### src/rtl/pucch_pkg.sv
// ----------------------------------------------------------------------------
// pucch_pkg
// Shared constants and helpers for the PUCCH format 1 block-wise OCC
// spreading/despreading paths.
//  - phase_t        : phase in 1/24 turn (0..23)
//  - state_t        : despreader FSM states
//  - nsf_supported  : spreading factors the OCC path can handle
//  - occ_step       : per-symbol phase step A(nSF) for the DFT-based OCC
//  - occ4_phase     : nSF=4 OCC table (phases 0 or 12)
//  - tw_cos/tw_sin  : Q2.14 twiddles for phase index k = phi/4
// ----------------------------------------------------------------------------
package pucch_pkg;

  typedef logic [4:0] phase_t;

  typedef enum logic [1:0] {
    ST_IDLE  = 2'd0,
    ST_RUN   = 2'd1,
    ST_DRAIN = 2'd2
  } state_t;

  localparam int TW_W = 16;  // twiddle table width, Q2.14

  function automatic logic nsf_supported(input logic [2:0] nsf);
    case (nsf)
      3'd1, 3'd2, 3'd3, 3'd4, 3'd6: nsf_supported = 1'b1;
      default:                      nsf_supported = 1'b0;
    endcase
  endfunction

  // Step A = 24/nSF; nSF=4 uses the table instead, so it returns 0 here.
  function automatic phase_t occ_step(input logic [2:0] nsf);
    case (nsf)
      3'd1:    occ_step = 5'd24;
      3'd2:    occ_step = 5'd12;
      3'd3:    occ_step = 5'd8;
      3'd6:    occ_step = 5'd4;
      default: occ_step = 5'd0;
    endcase
  endfunction

  // Bit m of a row set means phase 12 (i.e. -1) for symbol m.
  function automatic phase_t occ4_phase(input logic [1:0] occi, input logic [1:0] m);
    logic [3:0] row;
    case (occi)
      2'd0:    row = 4'b0000;
      2'd1:    row = 4'b1010;
      2'd2:    row = 4'b1100;
      default: row = 4'b0110;
    endcase
    occ4_phase = row[m] ? 5'd12 : 5'd0;
  endfunction

  function automatic logic signed [TW_W-1:0] tw_cos(input logic [2:0] k);
    case (k)
      3'd0:    tw_cos = 16'sd16384;
      3'd1:    tw_cos = 16'sd8192;
      3'd2:    tw_cos = -16'sd8192;
      3'd3:    tw_cos = -16'sd16384;
      3'd4:    tw_cos = -16'sd8192;
      3'd5:    tw_cos = 16'sd8192;
      default: tw_cos = 16'sd0;
    endcase
  endfunction

  function automatic logic signed [TW_W-1:0] tw_sin(input logic [2:0] k);
    case (k)
      3'd1, 3'd2: tw_sin = 16'sd14189;
      3'd4, 3'd5: tw_sin = -16'sd14189;
      default:    tw_sin = 16'sd0;
    endcase
  endfunction

endpackage

### src/rtl/pucch1_occ_phase_gen.sv
// ----------------------------------------------------------------------------
// pucch1_occ_phase_gen
// OCC phase sequencer for one PUCCH format 1 hop. Shared by Tx and Rx paths.
// Ports:
//  clk, rst   clock, asynchronous active-high reset
//  i_start    latch i_nsf/i_occi and restart at m=0 (only when o_ok)
//  i_nsf      spreading factor
//  i_occi     OCC index
//  i_adv      advance to the next symbol
//  o_phi      phase of the current symbol m, 1/24 turn
//  o_last     current symbol is m = nSF-1
//  o_ok       i_nsf/i_occi form a supported combination (combinational)
// ----------------------------------------------------------------------------
module pucch1_occ_phase_gen
  import pucch_pkg::*;
(
  input  logic       clk,
  input  logic       rst,
  input  logic       i_start,
  input  logic [2:0] i_nsf,
  input  logic [2:0] i_occi,
  input  logic       i_adv,
  output phase_t     o_phi,
  output logic       o_last,
  output logic       o_ok
);

  logic [2:0] nsf_q;
  logic [2:0] occi_q;
  logic [2:0] m_q;
  phase_t     phi_q;
  phase_t     phi_d;
  logic [7:0] step;
  logic [7:0] sum;

  assign o_ok = nsf_supported(i_nsf) && (i_occi < i_nsf);

  // occi < nSF guarantees occi*A < 24, so one conditional subtract is a full mod 24.
  always_comb begin
    step  = 8'(occi_q) * 8'(occ_step(nsf_q));
    sum   = 8'(phi_q) + step;
    phi_d = (sum >= 8'd24) ? phase_t'(sum - 8'd24) : phase_t'(sum);
  end

  // NOTE: sequential state is written only with non-blocking assignments so
  // every register samples pre-edge values regardless of block ordering.
  always_ff @(posedge clk or posedge rst) begin
    if (rst) begin
      nsf_q  <= '0;
      occi_q <= '0;
      m_q    <= '0;
      phi_q  <= '0;
    end else if (i_start && o_ok) begin
      nsf_q  <= i_nsf;
      occi_q <= i_occi;
      m_q    <= '0;
      phi_q  <= '0;
    end else if (i_adv) begin
      m_q    <= m_q + 3'd1;
      phi_q  <= phi_d;
    end
  end

  assign o_phi  = (nsf_q == 3'd4) ? occ4_phase(occi_q[1:0], m_q[1:0]) : phi_q;
  assign o_last = (m_q == nsf_q - 3'd1);

endmodule

### src/rtl/cyc_24_pucch1_despread.sv
// ----------------------------------------------------------------------------
// cyc_24_pucch1_despread
// PUCCH format 1 block-wise OCC despreader: multiplies each of nSF symbols by
// conj(w(m)) and sums them into one complex result per hop.
// Ports:
//  clk, rst          clock, asynchronous active-high reset
//  i_start           start a hop (latches i_nSF/i_occi); aborts any hop in flight
//  i_nSF, i_occi     spreading factor and OCC index
//  i_valid, i_re/im  input sample; accepted when i_valid & o_ready & ~i_start
//  o_ready           ready for a sample
//  o_valid           1-cycle pulse, o_re/o_im hold the hop result
//  o_re, o_im        despread sum (Q.14 scale, not rounded), held until next o_valid
//  o_err             1-cycle pulse: start rejected
// Pipeline: stage 1 registers the complex product, stage 2 accumulates; the
// result appears 2 cycles after the last accepted sample.
// ----------------------------------------------------------------------------
module cyc_24_pucch1_despread
  import pucch_pkg::*;
#(
  parameter int DW = 16,
  parameter int CW = 16,   // must be >= TW_W
  parameter int AW = DW + CW + 3
) (
  input  logic                 clk,
  input  logic                 rst,
  input  logic                 i_start,
  input  logic [2:0]           i_nSF,
  input  logic [2:0]           i_occi,
  input  logic                 i_valid,
  input  logic signed [DW-1:0] i_re,
  input  logic signed [DW-1:0] i_im,
  output logic                 o_ready,
  output logic                 o_valid,
  output logic signed [AW-1:0] o_re,
  output logic signed [AW-1:0] o_im,
  output logic                 o_err
);

  localparam int PW = DW + CW + 1;  // full-precision complex product width

  state_t               state_q;
  logic                 ready_q;
  logic                 valid_q;
  logic                 err_q;
  logic signed [AW-1:0] re_q, im_q;
  logic signed [AW-1:0] acc_re_q, acc_im_q;
  logic signed [PW-1:0] p1_re_q, p1_im_q;
  logic                 p1_vld_q;

  phase_t               phi;
  logic                 last;
  logic                 ok;
  logic                 accept;
  logic [2:0]           tw_k;
  logic signed [CW-1:0] c_coef, s_coef;
  logic signed [DW+CW-1:0] xr_c, xi_s, xi_c, xr_s;
  logic signed [PW-1:0] prod_re_d, prod_im_d;
  logic signed [AW-1:0] sum_re_d, sum_im_d;

  // A start always wins over a sample presented in the same cycle.
  assign accept = i_valid && ready_q && !i_start;

  pucch1_occ_phase_gen u_phase (
    .clk    (clk),
    .rst    (rst),
    .i_start(i_start),
    .i_nsf  (i_nSF),
    .i_occi (i_occi),
    .i_adv  (accept),
    .o_phi  (phi),
    .o_last (last),
    .o_ok   (ok)
  );

  // phi is always a multiple of 4, so phi/4 selects one of 6 twiddles.
  assign tw_k   = 3'(phi / 5'd4);
  assign c_coef = CW'(tw_cos(tw_k));
  assign s_coef = CW'(tw_sin(tw_k));

  // x * conj(w): re = xr*c + xi*s, im = xi*c - xr*s
  assign xr_c      = i_re * c_coef;
  assign xi_s      = i_im * s_coef;
  assign xi_c      = i_im * c_coef;
  assign xr_s      = i_re * s_coef;
  assign prod_re_d = PW'(xr_c) + PW'(xi_s);
  assign prod_im_d = PW'(xi_c) - PW'(xr_s);

  assign sum_re_d  = acc_re_q + AW'(p1_re_q);
  assign sum_im_d  = acc_im_q + AW'(p1_im_q);

  always_ff @(posedge clk or posedge rst) begin
    if (rst) begin
      state_q  <= ST_IDLE;
      ready_q  <= 1'b0;
      valid_q  <= 1'b0;
      err_q    <= 1'b0;
      re_q     <= '0;
      im_q     <= '0;
      acc_re_q <= '0;
      acc_im_q <= '0;
      p1_re_q  <= '0;
      p1_im_q  <= '0;
      p1_vld_q <= 1'b0;
    end else begin
      valid_q <= 1'b0;
      err_q   <= 1'b0;
      if (i_start) begin
        // Start (or abort): flush the pipeline and clear the accumulator.
        p1_vld_q <= 1'b0;
        acc_re_q <= '0;
        acc_im_q <= '0;
        if (ok) begin
          state_q <= ST_RUN;
          ready_q <= 1'b1;
        end else begin
          state_q <= ST_IDLE;
          ready_q <= 1'b0;
          err_q   <= 1'b1;
        end
      end else begin
        case (state_q)
          ST_IDLE: begin
            p1_vld_q <= 1'b0;
          end
          ST_RUN: begin
            if (p1_vld_q) begin
              acc_re_q <= sum_re_d;
              acc_im_q <= sum_im_d;
            end
            p1_vld_q <= accept;
            if (accept) begin
              p1_re_q <= prod_re_d;
              p1_im_q <= prod_im_d;
              if (last) begin
                ready_q <= 1'b0;
                state_q <= ST_DRAIN;
              end
            end
          end
          ST_DRAIN: begin
            // Stage 1 holds the last product; fold it in straight to the output.
            p1_vld_q <= 1'b0;
            re_q     <= sum_re_d;
            im_q     <= sum_im_d;
            valid_q  <= 1'b1;
            state_q  <= ST_IDLE;
          end
          default: begin
            state_q  <= ST_IDLE;
            ready_q  <= 1'b0;
            p1_vld_q <= 1'b0;
          end
        endcase
      end
    end
  end

  assign o_ready = ready_q;
  assign o_valid = valid_q;
  assign o_err   = err_q;
  assign o_re    = re_q;
  assign o_im    = im_q;

endmodule

### config.mk
export PLATFORM = sky130hd
export DESIGN_NAME = cyc_24_pucch1_despread
export DESIGN_NICKNAME = d
export VERILOG_FILES = /design/src/rtl/pucch_pkg.sv /design/src/rtl/pucch1_occ_phase_gen.sv /design/src/rtl/cyc_24_pucch1_despread.sv
export SDC_FILE = /design/constraint.sdc
export NUM_CORES = 2
export LEC_CHECK = 0
export BUFFER_PORTS_ARGS = -buffer_cell sky130_fd_sc_hd__buf_2
export CORE_ASPECT_RATIO = 2
export CORE_MARGIN = 1.5
export CORE_UTILIZATION = 60
export CTS_BUF_LIST = sky130_fd_sc_hd__clkbuf_8
export CTS_CLUSTER_SIZE = 12
export DETAILED_ROUTE_END_ITERATION = 8
export PLACE_DENSITY = 0.91
export SETUP_SLACK_MARGIN = 0.05
export SLEW_MARGIN = 30
export SYNTH_ARGS = -nofsm -noshare
export SYNTH_HDL_FRONTEND = slang
export SYNTH_SLANG_ARGS = --single-unit
### constraint.sdc
create_clock -name clk -period 8.59 [get_ports clk]
set_input_delay 0.4295 -clock clk [delete_from_list [all_inputs] [get_ports clk]]
set_output_delay 0.4295 -clock clk [all_outputs]
set_load 0.1 [all_outputs]
==> impl_metrics.yaml <==
drt:
  final_antenna_net_count: 0
  post_drt_wl_per_cell_microns: 19.9
  top_layer_used: "met4"
  vias: 24400
  m1WireLength_microns: 27700
  wl_met3_microns: 3750
  routed_via_density: 5.69
  wl_met2_microns: 44900
  dr.pass1.iters: 5
  drt-initial-drc-count: 1249
  route.detailed.drc: 0
  routed_wl_microns: 85300
final_layout:
  register_area_sq_mm: 0.00561
  multi_input_area_sq_mm: 0.0249
  stdcell_count: 4295
  layout_commonest_cell: "inv_1"
  finish.net_count: 4570
  num-fill-cells: 4277
  final_cell_mix: "685 x inv_1, 569 x fa_1, 429 x ha_1, 402 x nand2_1, 223 x dfrtp_1"
  syn_to_final_growth_pct: 7.02
  drive_gt1_frac: 0.0704
critical_path:
  rr_endpoint: "p1_im_q[32]"
  crit_top_cell: "fa_1"
  crit_path_top_delay_cell: "fa_1"
  cp-start-kind: "flop"
  critical-path-top-delay-family: "adder cells"
  critPathArrivalTime_ns: 8.72
  path_max_fanout: 36
  path_class: "flop to flop"
  reg2reg_depth: 26
  r2r_slack_ns: 0.33
  cp.required_ns: 9.05
  crit_path_end_kind: "flop"
  rr_startpoint: "u_phase.nsf_q[0]"
  crit_buf_inv: 4
  critPathMaxStageDelay_ns: 0.65
clock_tree:
  clock_latency_ns: 0.61
  cts_tree: "built"
  clk_pin_slew_worst_paths_ns: 0.09
  clock-sinks: 224
  htree_levels: 1
  cts_buffers: 29
  clock_path_buffers: 3
  cts_root_buffer: "clkbuf_8"
floorplan:
  rows: 122
  core_area_sq_mm: 0.0551
  dieWidth_microns: 170
  start_util: 0.605
  die_h_microns: 336
  dieArea_sq_mm: 0.0570
  pin_count: 115
global_routing:
  antenna_found_initial: 2
  grt_pass1_vias: 27000
  grt_pass1_wl_microns: 137000
  track_usage: 0.312
  grt_overflow: 0
  grt_max_degree: 103
timing:
  min_period_over_period: 0.961
  tightest_slew_ns: 0.934
  drv_slew: 0
  setup_violations: 0
  max_freq_ghz: 0.121
  rsz0062_at_grt: "false"
  hold_violations: 0
  setup_tns_ns: 0
  slew-limit-headroom: 0.377
  finClkSkew_ns: 0.0203
  period_needed_ns: 8.26
worst_hold_path:
  whs_endpoint: "u_phase.occi_q[1]"
  min_path_type: "input pin to flop"
  min_path_cells: 2
  hold_start: "i_occi[1]"
synthesis:
  synth_edf_count: 0
  synth.distinct_cells: 71
  seq_area_frac_synth: 0.168
  mappedNetlistArea_sq_mm: 0.0333
  async_flop_share: 1.00
  synth_cells: 3426
  synthFlopType: "dfrtp_1"
  ys_ff_latch: 224
  ys_warn_count: 0
  avgSynthCellArea_sq_um: 9.72
outcome:
  status: "finished, final reports clean"
place:
  numPortBuffers: 114
  place_inst: 4240
  place_congestion: 1.06
  hpwl_microns: 73200
run:
  maxCapViolations: 0
layer usage:
metal	vias to the layer above	global-route usage
met5	-	0
met4	0	0.275
met3	378	0.0310
met2	838	0.573
met1	12100	0.309
li1	11100	-
cell usage after synthesis (57+ instances only):
| master | count | area (sq um) |
|---|---|---|
| a21oi_1 | 102 | 510 |
| and2_1 | 59 | 369 |
| clkbuf_1 | 67 | 251 |
| dfrtp_1 | 224 | 5610 |
| fa_1 | 570 | 11400 |
| ha_1 | 429 | 5370 |
| inv_1 | 687 | 2580 |
| nand2_1 | 412 | 1550 |
| nor2_1 | 87 | 327 |
| o21ai_0 | 103 | 515 |
| o21ai_1 | 122 | 611 |
| xnor2_1 | 86 | 753 |
| xor2_1 | 57 | 499 |
layout make-up:
| class | count | share of cell area |
|---|---|---|
| clock buffers | 32 | 0.0124 |
| inverters | 697 | 0.0739 |
| well taps | 744 | 0.0261 |
| flip-flops and latches | 224 | 0.157 |
| multi-input cells | 2434 | 0.699 |
| diodes | 1 | 0.0000702 |
| clock inverters | 20 | 0.00818 |
| repair buffers | 143 | 0.0231 |
sequential cells by signal, indices dropped and copies added, names as in the netlist, 33 cells and up:
register,count
acc_im_q,35
p1_re_q,33
o_re,35
p1_im_q,33
o_im,35
acc_re_q,35
worst max-delay path by stage:
stage,startpoint,endpoint,slack [ns],cells after the start
after floorplan,u_phase.nsf_q[0],p1_im_q[31],0.06,29
after CTS,u_phase.nsf_q[0],p1_im_q[31],0.12,27
final,u_phase.nsf_q[0],p1_im_q[32],0.33,26
after detailed placement,u_phase.nsf_q[0],p1_im_q[31],0.17,27
after global placement,u_phase.nsf_q[0],p1_im_q[31],0.51,27
after global routing,u_phase.nsf_q[0],p1_im_q[32],0.06,29
cells by family after synthesis:
logic type | synth area share
adders and majority gates | 0.504
DFF | 0.168
buffers and inverters | 0.0868
AOI/OAI and AO/OA | 0.100
muxes | 0.00477
other | 0.000113
xor gates and xnor gates | 0.0376
and+or+nand+nor | 0.0985
repair_timing:
item / CTS / global route
setup buffers: 0 / 1
endpoints found under the hold margin: 99 / 0
gates resized for setup: 0 / 19
endpoints found under the setup margin: 0 / 7
hold buffers: 1 / 0
through the flow:
step	cell area [sq um]	worst slack (ns)	utilization	hold slack, ns
after floorplan	33300	0.0579	-	0.443
after global placement	34800	0.507	0.632	0.458
after detailed placement	34800	0.166	0.632	0.464
after CTS	35600	0.123	0.646	0.0557
after global routing	35700	0.0558	0.647	0.0830
final	35700	0.332	0.647	0.0799
worst register-to-register path: cells and delay by family, from the launching register on:
family | cells | cell delay [ns]
adder cells (fa/ha/maj) | 10 | 4.39
AO/OA/AOI/OAI | 8 | 1.73
buffers and inverters | 4 | 0.70
AND/OR/NAND/NOR | 3 | 0.70
flip-flops | 1 | 0.43
XOR/XNOR | 1 | 0.17
Power is not shown: default switching activity piles up to over one toggle a cycle in this logic, so the estimate is an artifact.
